## src/rtl/mem_port_arbiter.sv

```systemverilog
// mem_port_arbiter: shares one req/ack memory port between fetch and MEM stage.
// Ports: if_* fetch side, d_* data side, mem_* memory side, stall_*, halt_in/halt_out.
module mem_port_arbiter #(
  parameter int TIMEOUT = 16,
  parameter int CNT_W   = 5
) (
  input  logic        clk,
  input  logic        rst_n,
  input  logic        if_req,
  input  logic [31:0] if_addr,
  output logic [31:0] if_rdata,
  output logic        if_valid,
  input  logic        d_req,
  input  logic        d_we,
  input  logic [31:0] d_addr,
  input  logic [1:0]  d_size,
  input  logic [31:0] d_wdata,
  output logic [31:0] d_rdata,
  output logic        d_valid,
  input  logic        halt_in,
  output logic        mem_req,
  output logic        mem_we,
  output logic [31:0] mem_addr,
  output logic [1:0]  mem_size,
  output logic [31:0] mem_wdata,
  input  logic [31:0] mem_rdata,
  input  logic        mem_ack,
  output logic        stall_if,
  output logic        stall_mem,
  output logic        halt_out
);

  localparam logic [1:0] IDLE = 2'd0;
  localparam logic [1:0] WAIT = 2'd1;
  localparam logic [1:0] DONE = 2'd2;
  localparam logic [1:0] HALT = 2'd3;

  localparam logic FETCH = 1'b0;
  localparam logic DATA  = 1'b1;

  logic [1:0]       state;
  logic             last_grant;
  logic             owner;
  logic [CNT_W-1:0] cnt;

  logic pick_any;
  logic pick_d;
  logic misal;

  assign stall_if  = if_req & ~if_valid;
  assign stall_mem = d_req & ~d_valid;

  // On a tie the requester that did not win last time gets the port.
  always_comb begin
    pick_any = if_req | d_req;
    pick_d   = d_req & (~if_req | (last_grant == FETCH));
    misal    = 1'b0;
    if (pick_d) begin
      case (d_size)
        2'b00:   misal = 1'b0;
        2'b01:   misal = d_addr[0];
        2'b10:   misal = |d_addr[1:0];
        default: misal = 1'b1;
      endcase
    end else begin
      misal = |if_addr[1:0];
    end
  end

  always_ff @(posedge clk or negedge rst_n) begin
    if (!rst_n) begin
      state      <= IDLE;
      last_grant <= FETCH;
      owner      <= FETCH;
      cnt        <= '0;
      mem_req    <= 1'b0;
      mem_we     <= 1'b0;
      mem_addr   <= '0;
      mem_size   <= '0;
      mem_wdata  <= '0;
      if_rdata   <= '0;
      d_rdata    <= '0;
      if_valid   <= 1'b0;
      d_valid    <= 1'b0;
      halt_out   <= 1'b0;
    end else begin
      if_valid <= 1'b0;
      d_valid  <= 1'b0;
      unique case (state)
        IDLE: begin
          if (halt_in) begin
            halt_out <= 1'b1;
            state    <= HALT;
          end else if (pick_any) begin
            if (misal) begin
              halt_out <= 1'b1;
              state    <= HALT;
            end else begin
              mem_req    <= 1'b1;
              owner      <= pick_d;
              last_grant <= pick_d;
              cnt        <= '0;
              state      <= WAIT;
              if (pick_d) begin
                mem_we    <= d_we;
                mem_addr  <= d_addr;
                mem_size  <= d_size;
                mem_wdata <= d_wdata;
              end else begin
                mem_we    <= 1'b0;
                mem_addr  <= if_addr;
                mem_size  <= 2'b10;
                mem_wdata <= '0;
              end
            end
          end
        end
        WAIT: begin
          // halt_in is latched but the access in flight still finishes.
          if (halt_in) halt_out <= 1'b1;
          if (mem_ack) begin
            mem_req <= 1'b0;
            state   <= DONE;
            if (owner == DATA) begin
              d_valid <= 1'b1;
              if (!mem_we) d_rdata <= mem_rdata;
            end else begin
              if_valid <= 1'b1;
              if_rdata <= mem_rdata;
            end
          end else if (cnt == CNT_W'(TIMEOUT - 1)) begin
            mem_req  <= 1'b0;
            halt_out <= 1'b1;
            state    <= HALT;
          end else begin
            cnt <= cnt + CNT_W'(1);
          end
        end
        DONE: begin
          state <= halt_out ? HALT : IDLE;
        end
        default: begin
          mem_req  <= 1'b0;
          halt_out <= 1'b1;
        end
      endcase
    end
  end

endmodule

```

## config.mk

```make
export PLATFORM = sky130hd
export DESIGN_NAME = mem_port_arbiter
export DESIGN_NICKNAME = d
export VERILOG_FILES = /design/src/rtl/mem_port_arbiter.sv
export SDC_FILE = /design/constraint.sdc
export NUM_CORES = 1
export LEC_CHECK = 0
export BUFFER_PORTS_ARGS = -buffer_cell sky130_fd_sc_hd__buf_2
export CORE_UTILIZATION = 29
export CTS_CLUSTER_SIZE = 30
export DETAILED_ROUTE_END_ITERATION = 16
export GPL_ROUTABILITY_DRIVEN = 0
export GPL_TIMING_DRIVEN = 0
export SLEW_MARGIN = 15
export SYNTH_ARGS = -nofsm -noshare
export SYNTH_HDL_FRONTEND = slang
export SYNTH_SLANG_ARGS = --single-unit
```

## constraint.sdc

```tcl
create_clock -name clk -period 2.6 [get_ports clk]
set_input_delay 0.39 -clock clk [delete_from_list [all_inputs] [get_ports clk]]
set_output_delay 0.39 -clock clk [all_outputs]
set_load 0.02 [all_outputs]
```

==> results of run 1 <==
-- placed cells by master, fill, tap and decap left out, drive strengths merged, types with 2 or more instances in the layout --
| cell | count |
|---|---|
| nor2b | 3 |
| clkbuf | 31 |
| ha | 5 |
| a21oi | 2 |
| nand3 | 2 |
| mux2i | 36 |
| nor3b | 3 |
| buf | 286 |
| o21a | 3 |
| clkinvlp | 3 |
| nand2 | 135 |
| mux2 | 98 |
| o211ai | 2 |
| and3 | 2 |
| o2111ai | 2 |
| nand2b | 5 |
| dfrtp | 143 |
| nand3b | 2 |
| o21ai | 4 |
| o31ai | 2 |
| a211oi | 2 |
| clkinv | 2 |
| inv | 52 |
-- sequential cells by signal (all words and copies together) (netlist names) --
name / flops
d_rdata: 32
if_rdata: 32
mem_addr: 32
mem_wdata: 32
cnt: 5
mem_size: 2
state: 2
d_valid: 1
halt_out: 1
if_valid: 1
mem_req: 1
mem_we: 1
owner: 1
-- logic make-up after synthesis --
kind of cell | count (synthesis) | synth area share
AOI/OAI and AO/OA | 27 | 0.0342
adders and majority gates | 5 | 0.0100
buffers and inverters | 67 | 0.0456
DFF | 143 | 0.572
muxes | 134 | 0.234
and+or+nand+nor | 157 | 0.103
-- power by group --
group / internal (µW) / total (µW) / switching (µW)
sequential: 2220 / 2220 / 0
clock: 1300 / 2390 / 1090
combinational: 130 / 264 / 134
total: 3650 / 4880 / 1230
-- layer usage --
metal	wire, µm	global-route usage	share of wire
met5	0	0	0
met2	7790	0.249	0.48
met1	6930	0.182	0.43
met3	1370	0.0599	0.084
met4	179	0.0490	0.011
-- stage by stage --
step,setup TNS [ns],cells,util
floorplan,0,533,-
global placement,-156.47,1081,0.378
detailed placement,0,1082,0.379
CTS,0,1115,0.407
global route,0,1116,0.408
finish,0,1117,0.408
-- layout make-up --
type                            count  area [µm²]
Antenna cell                        1        2.50
Buffer                             24         124
Clock buffer                       18         439
Clock inverter                     14         139
Fill cell                        2066       12500
Inverter                           43         161
Multi-Input combinational cell    323        2390
Sequential cell                   143        3580
Tap cell                          275         344
Timing Repair Buffer              276        1430
-- final timing paths --
check | from | to | slack, ns | cells past startpoint
min in group asynchronous | rst_n | d_rdata[4] | 0.46 | 2
worst max-delay path | cnt[0] | cnt[1] | 0.18 | 7
max in group asynchronous | rst_n | mem_wdata[21] | 1.31 | 3
worst min-delay path | mem_rdata[9] | if_rdata[9] | 0.17 | 3
worst min register to register | if_rdata[16] | if_rdata[16] | 0.47 | 2
worst max register to register | cnt[0] | cnt[1] | 0.18 | 7
-- what timing repair did --
item                                    in CTS  in global routing
hold endpoints to repair                    44                  0
endpoints found under the setup margin       0                  6
hold buffers                                 1                  0
buffers inserted                             0                  1
-- critical path: cells and delay by family, from the launching register on --
family          cells  cell delay (ns)
simple gates        2             0.68
compound gates      2             0.61
fa+ha+maj           2             0.44
flops               1             0.40
mux                 1             0.21
==> impl_metrics.yaml, run 1 <==
status:
  status: "completed"
run:
  drv_cap: 0
synth:
  yosys-top-cells-count: "dfrtp_1, nand2_1, mux2_2, inv_1, mux2i_1"
  ys_async_sr_fraction: 1.00
  netlist_instances: 533
  synth_most_common_cell: "dfrtp_1"
  synth_cell_type_count: 41
  seq_area_frac_synth: 0.572
  synth_nets: 675
  netlist_area_mm2: 0.00625
  yosysWarnings: 0
  synth_top_area_share: 0.572
  synth-seq-cells: 143
  synth_edf_count: 0
  avgSynthCellArea_um2: 11.7
  synth_area_leaders: "dfrtp_1, mux2_2, nand2_1, mux2i_1, inv_1"
  synthFlopType: "dfrtp_1"
  synth_area_leader_cell: "dfrtp_1"
min_path:
  hold_path_class: "in -> reg"
clocking:
  htree_levels: 4
  clk_latency_ns: 0.42
  cts_made_buffers: 17
  path_clk_slew_ns: 0.07
  cts_tree: "done"
  cts_resized: 0
  clockBufferDepth: 2
  clock_sinks: 143
  root_buffer: "clkbuf_16"
sta:
  worst_slew_pin_slew_ns: 0.723
  hold_viol: 0
  max_freq_mhz: 413
  rsz0062_at_grt: "false"
  hold_ws_ns: 0.167
  fin_crit_ns: 2.42
  setup_viol: 0
  slew_violations: 0
  relSlewSlack: 0.518
  fin_crit_sh: 0.932
  final.setup_skew_ns: 0.0117
  worst_slack_ns: 0.176
route:
  drcViolationCount: 0
  wirelength_mm: 16.3
  antenna_left: 0
  drtIter0Drc: 132
  vias: 4883
  detail_route.vias_per_cell: 4.37
  firstDrtPassIters: 4
  post_drt_wl_per_cell_um: 14.6
grt:
  antenna_found_initial: 1
  grt_usage: 0.152
  grt_max_degree: 100
  grt_overflow: 0
  grt_pass1_vias: 4962
  grt_pass1_wl_mm: 25.8
power:
  power.leakage_uw: 0.00479
  power.density_mw_per_mm2: 567
  p_total_uw: 4880
  peakVddDrop_v: 0.000393
critical_path:
  cp.arrival_ns: 2.76
  cp-end-kind: "register"
  slowest_stage: "or3b_2"
  crit_top_cell: "ha_1"
  critPathLaunchType: "register"
  crit_fanout: 5
  path_class: "reg -> reg"
  crit_required_ns: 2.94
  critical_path.max_stage_delay_ns: 0.49
  worstPathCellList: "ha_1, and3_1, ha_1, or3b_2, a22oi_1, o21a_1, mux2i_1"
cells_and_area:
  drive_gt1_frac: 0.492
  fin_area_mm2: 0.00861
  layout.nets: 970
  syn_to_final_growth_pct: 37.7
die:
  design.core.area_mm2: 0.0211
  rows: 53
  die_w_um: 149
  die_area_mm2: 0.0221
  die_y_um: 149
  initial_core_util: 0.296
  io_pins: 274
placed_design:
  dp_hpwl_mm: 12.0
  dp_worst_setup_slack_ns: 0.00510
  port-buffer-count: 273
  dpl_cell_area_mm2: 0.00800
Power figures use the tool's default switching activity.
==> run 2: changes to the inputs <==
- clock period: 2.6 -> 2.36 ns (I/O delays scaled with it)
==> impl_metrics.yaml, run 2 (synthesized netlist as in run 1, its figures left out) <==
route:
  wirelength_mm: 16.3
  detail_route.vias_per_cell: 4.38
  post_drt_wl_per_cell_um: 14.6
  drtIter0Drc: 159
  antenna_left: 0
  vias: 4903
  firstDrtPassIters: 4
  drcViolationCount: 0
critical_path:
  critical_path.max_stage_delay_ns: 0.50
  path_class: "reg -> reg"
  startpoint: "cnt[0]"
  r2r-start: "cnt[0]"
  crit_top_cell: "ha_1"
  critPathLaunchType: "register"
  cp-end-kind: "register"
  crit_fanout: 5
  path_buf_inv: 0
  crit_required_ns: 2.70
  cp.arrival_ns: 2.60
  slowest_stage: "or3b_2"
  worstPathCellList: "ha_1, and3_1, ha_1, or3b_2, a22oi_2, o21a_2, mux2i_1"
  critPathTopFamily: "simple AND/OR/NAND/NOR gates"
die:
  rows: 53
  initial_core_util: 0.296
  die_y_um: 149
  die_w_um: 149
  io_pins: 274
  die_area_mm2: 0.0221
  design.core.area_mm2: 0.0211
clocking:
  path_clk_slew_ns: 0.07
  htree_levels: 4
  clk_latency_ns: 0.42
  root_buffer: "clkbuf_16"
  clockBufferDepth: 2
  cts_tree: "done"
  cts_made_buffers: 17
  clock_sinks: 143
sta:
  worst_slew_pin_slew_ns: 0.732
  setup_viol: 0
  fin_crit_ns: 2.27
  relSlewSlack: 0.512
  hold_ws_ns: 0.130
  rsz0062_at_grt: "false"
  fin_crit_sh: 0.960
  max_freq_mhz: 441
  slew_violations: 0
  hold_viol: 0
  final.setup_skew_ns: 0.0117
power:
  p_clk_frac: 0.490
  peakVddDrop_v: 0.000435
  p_sw_uw: 1350
  p_comb_frac: 0.055
  switching_share: 0.251
  power_frac_seq: 0.455
  internal_power_uw: 4030
  power.leakage_uw: 0.00480
  p_total_uw: 5380
  power.density_mw_per_mm2: 623
cells_and_area:
  layout.nets: 972
  syn_to_final_growth_pct: 38.1
  final_common_cell: "buf_2"
  drive_gt1_frac: 0.498
  final_util: 0.409
  final_cell_mix: "buf_2, dfrtp_1, nand2_1"
min_path:
  hold_path.startpoint: "mem_rdata[9]"
  hold_path_class: "in -> reg"
grt:
  grt_max_degree: 100
  grt_overflow: 0
  top_usage_layer: "met2"
  grt_pass1_vias: 4974
  antenna_found_initial: 1
  grt_pass1_wl_mm: 25.8
  grt_use_met1: 0.183
  grt_usage: 0.152
  gr-usage-met3: 0.0599
  gr-usage-met2: 0.249
placed_design:
  dp_hpwl_mm: 12.0
  port-buffer-count: 273
status:
  status: "completed"
run:
  drv_cap: 0
==> run 2: cell types whose count changed in the layout (fill, tap and decap cells not counted), sizes merged <==
cell	before	now
buf	286	288
==> run 2: worst reg2reg max path, cell delays in order (launching register included) <==
cell     delay (ns)
dfrtp_1        0.40
ha_1           0.23
and3_1         0.19
ha_1           0.21
or3b_2         0.50
a22oi_2        0.21
o21a_2         0.25
mux2i_1        0.19
==> run 2: metrics by stage <==
stage          std cells  setup WS [ns]  TNS [ns]  instance area (µm²)
4_1_cts             1117        0.00181         0                 8600
6_report            1119         0.0947         0                 8630
5_1_grt             1118        0.00541         0                 8630
2_1_floorplan        533          0.220         0                 6250
3_5_place_dp        1082         -0.199     -8.20                 8000
3_3_place_gp        1081          -1.31   -194.23                 7960
==> run 2: worst paths after layout <==
kind	depth (start not counted)	slack [ns]	to
worst max-delay path	7	0.09	cnt[1]
worst min-delay path	3	0.13	if_rdata[9]
worst min register to register	2	0.47	if_rdata[16]
worst max register to register	7	0.09	cnt[1]
max in group asynchronous	3	1.10	mem_wdata[21]
min in group asynchronous	2	0.42	d_rdata[4]
==> run 2: cell type report <==
class | count | area, µm²
antenna | 1 | 2.50
clock buffer | 18 | 439
sequential | 143 | 3580
timing repair buffer | 278 | 1440
multi-input combinational | 323 | 2400
tap | 275 | 344
fill | 2066 | 12500
buffer | 24 | 125
clock inverter | 14 | 139
inverter | 43 | 161
==> run 2: power by group through the flow <==
stage / Sequential, µW / Clock [µW] / Combinational, µW
2_1_floorplan: 2500 / 0 / 92.5
3_3_place_gp: 2500 / 0 / 289
3_5_place_dp: 2500 / 0 / 297
4_1_cts: 2450 / 2740 / 300
5_1_grt: 2450 / 2820 / 331
6_report: 2450 / 2640 / 294
==> run 2: routing by layer <==
| layer | share of wire | wire, µm | vias up |
|---|---|---|---|
| li1 | - | - | 2367 |
| met5 | 0 | 0 | - |
| met2 | 0.48 | 7810 | 165 |
| met3 | 0.083 | 1360 | 13 |
| met1 | 0.43 | 6970 | 2358 |
| met4 | 0.012 | 198 | 0 |
==> run 2: repair_timing <==
action,CTS,global route
gates resized for setup,1,5
hold buffers,1,0
endpoints found under the setup margin,57,69
endpoints found under the hold margin,44,0
buffers inserted,2,1
pin swaps,1,1
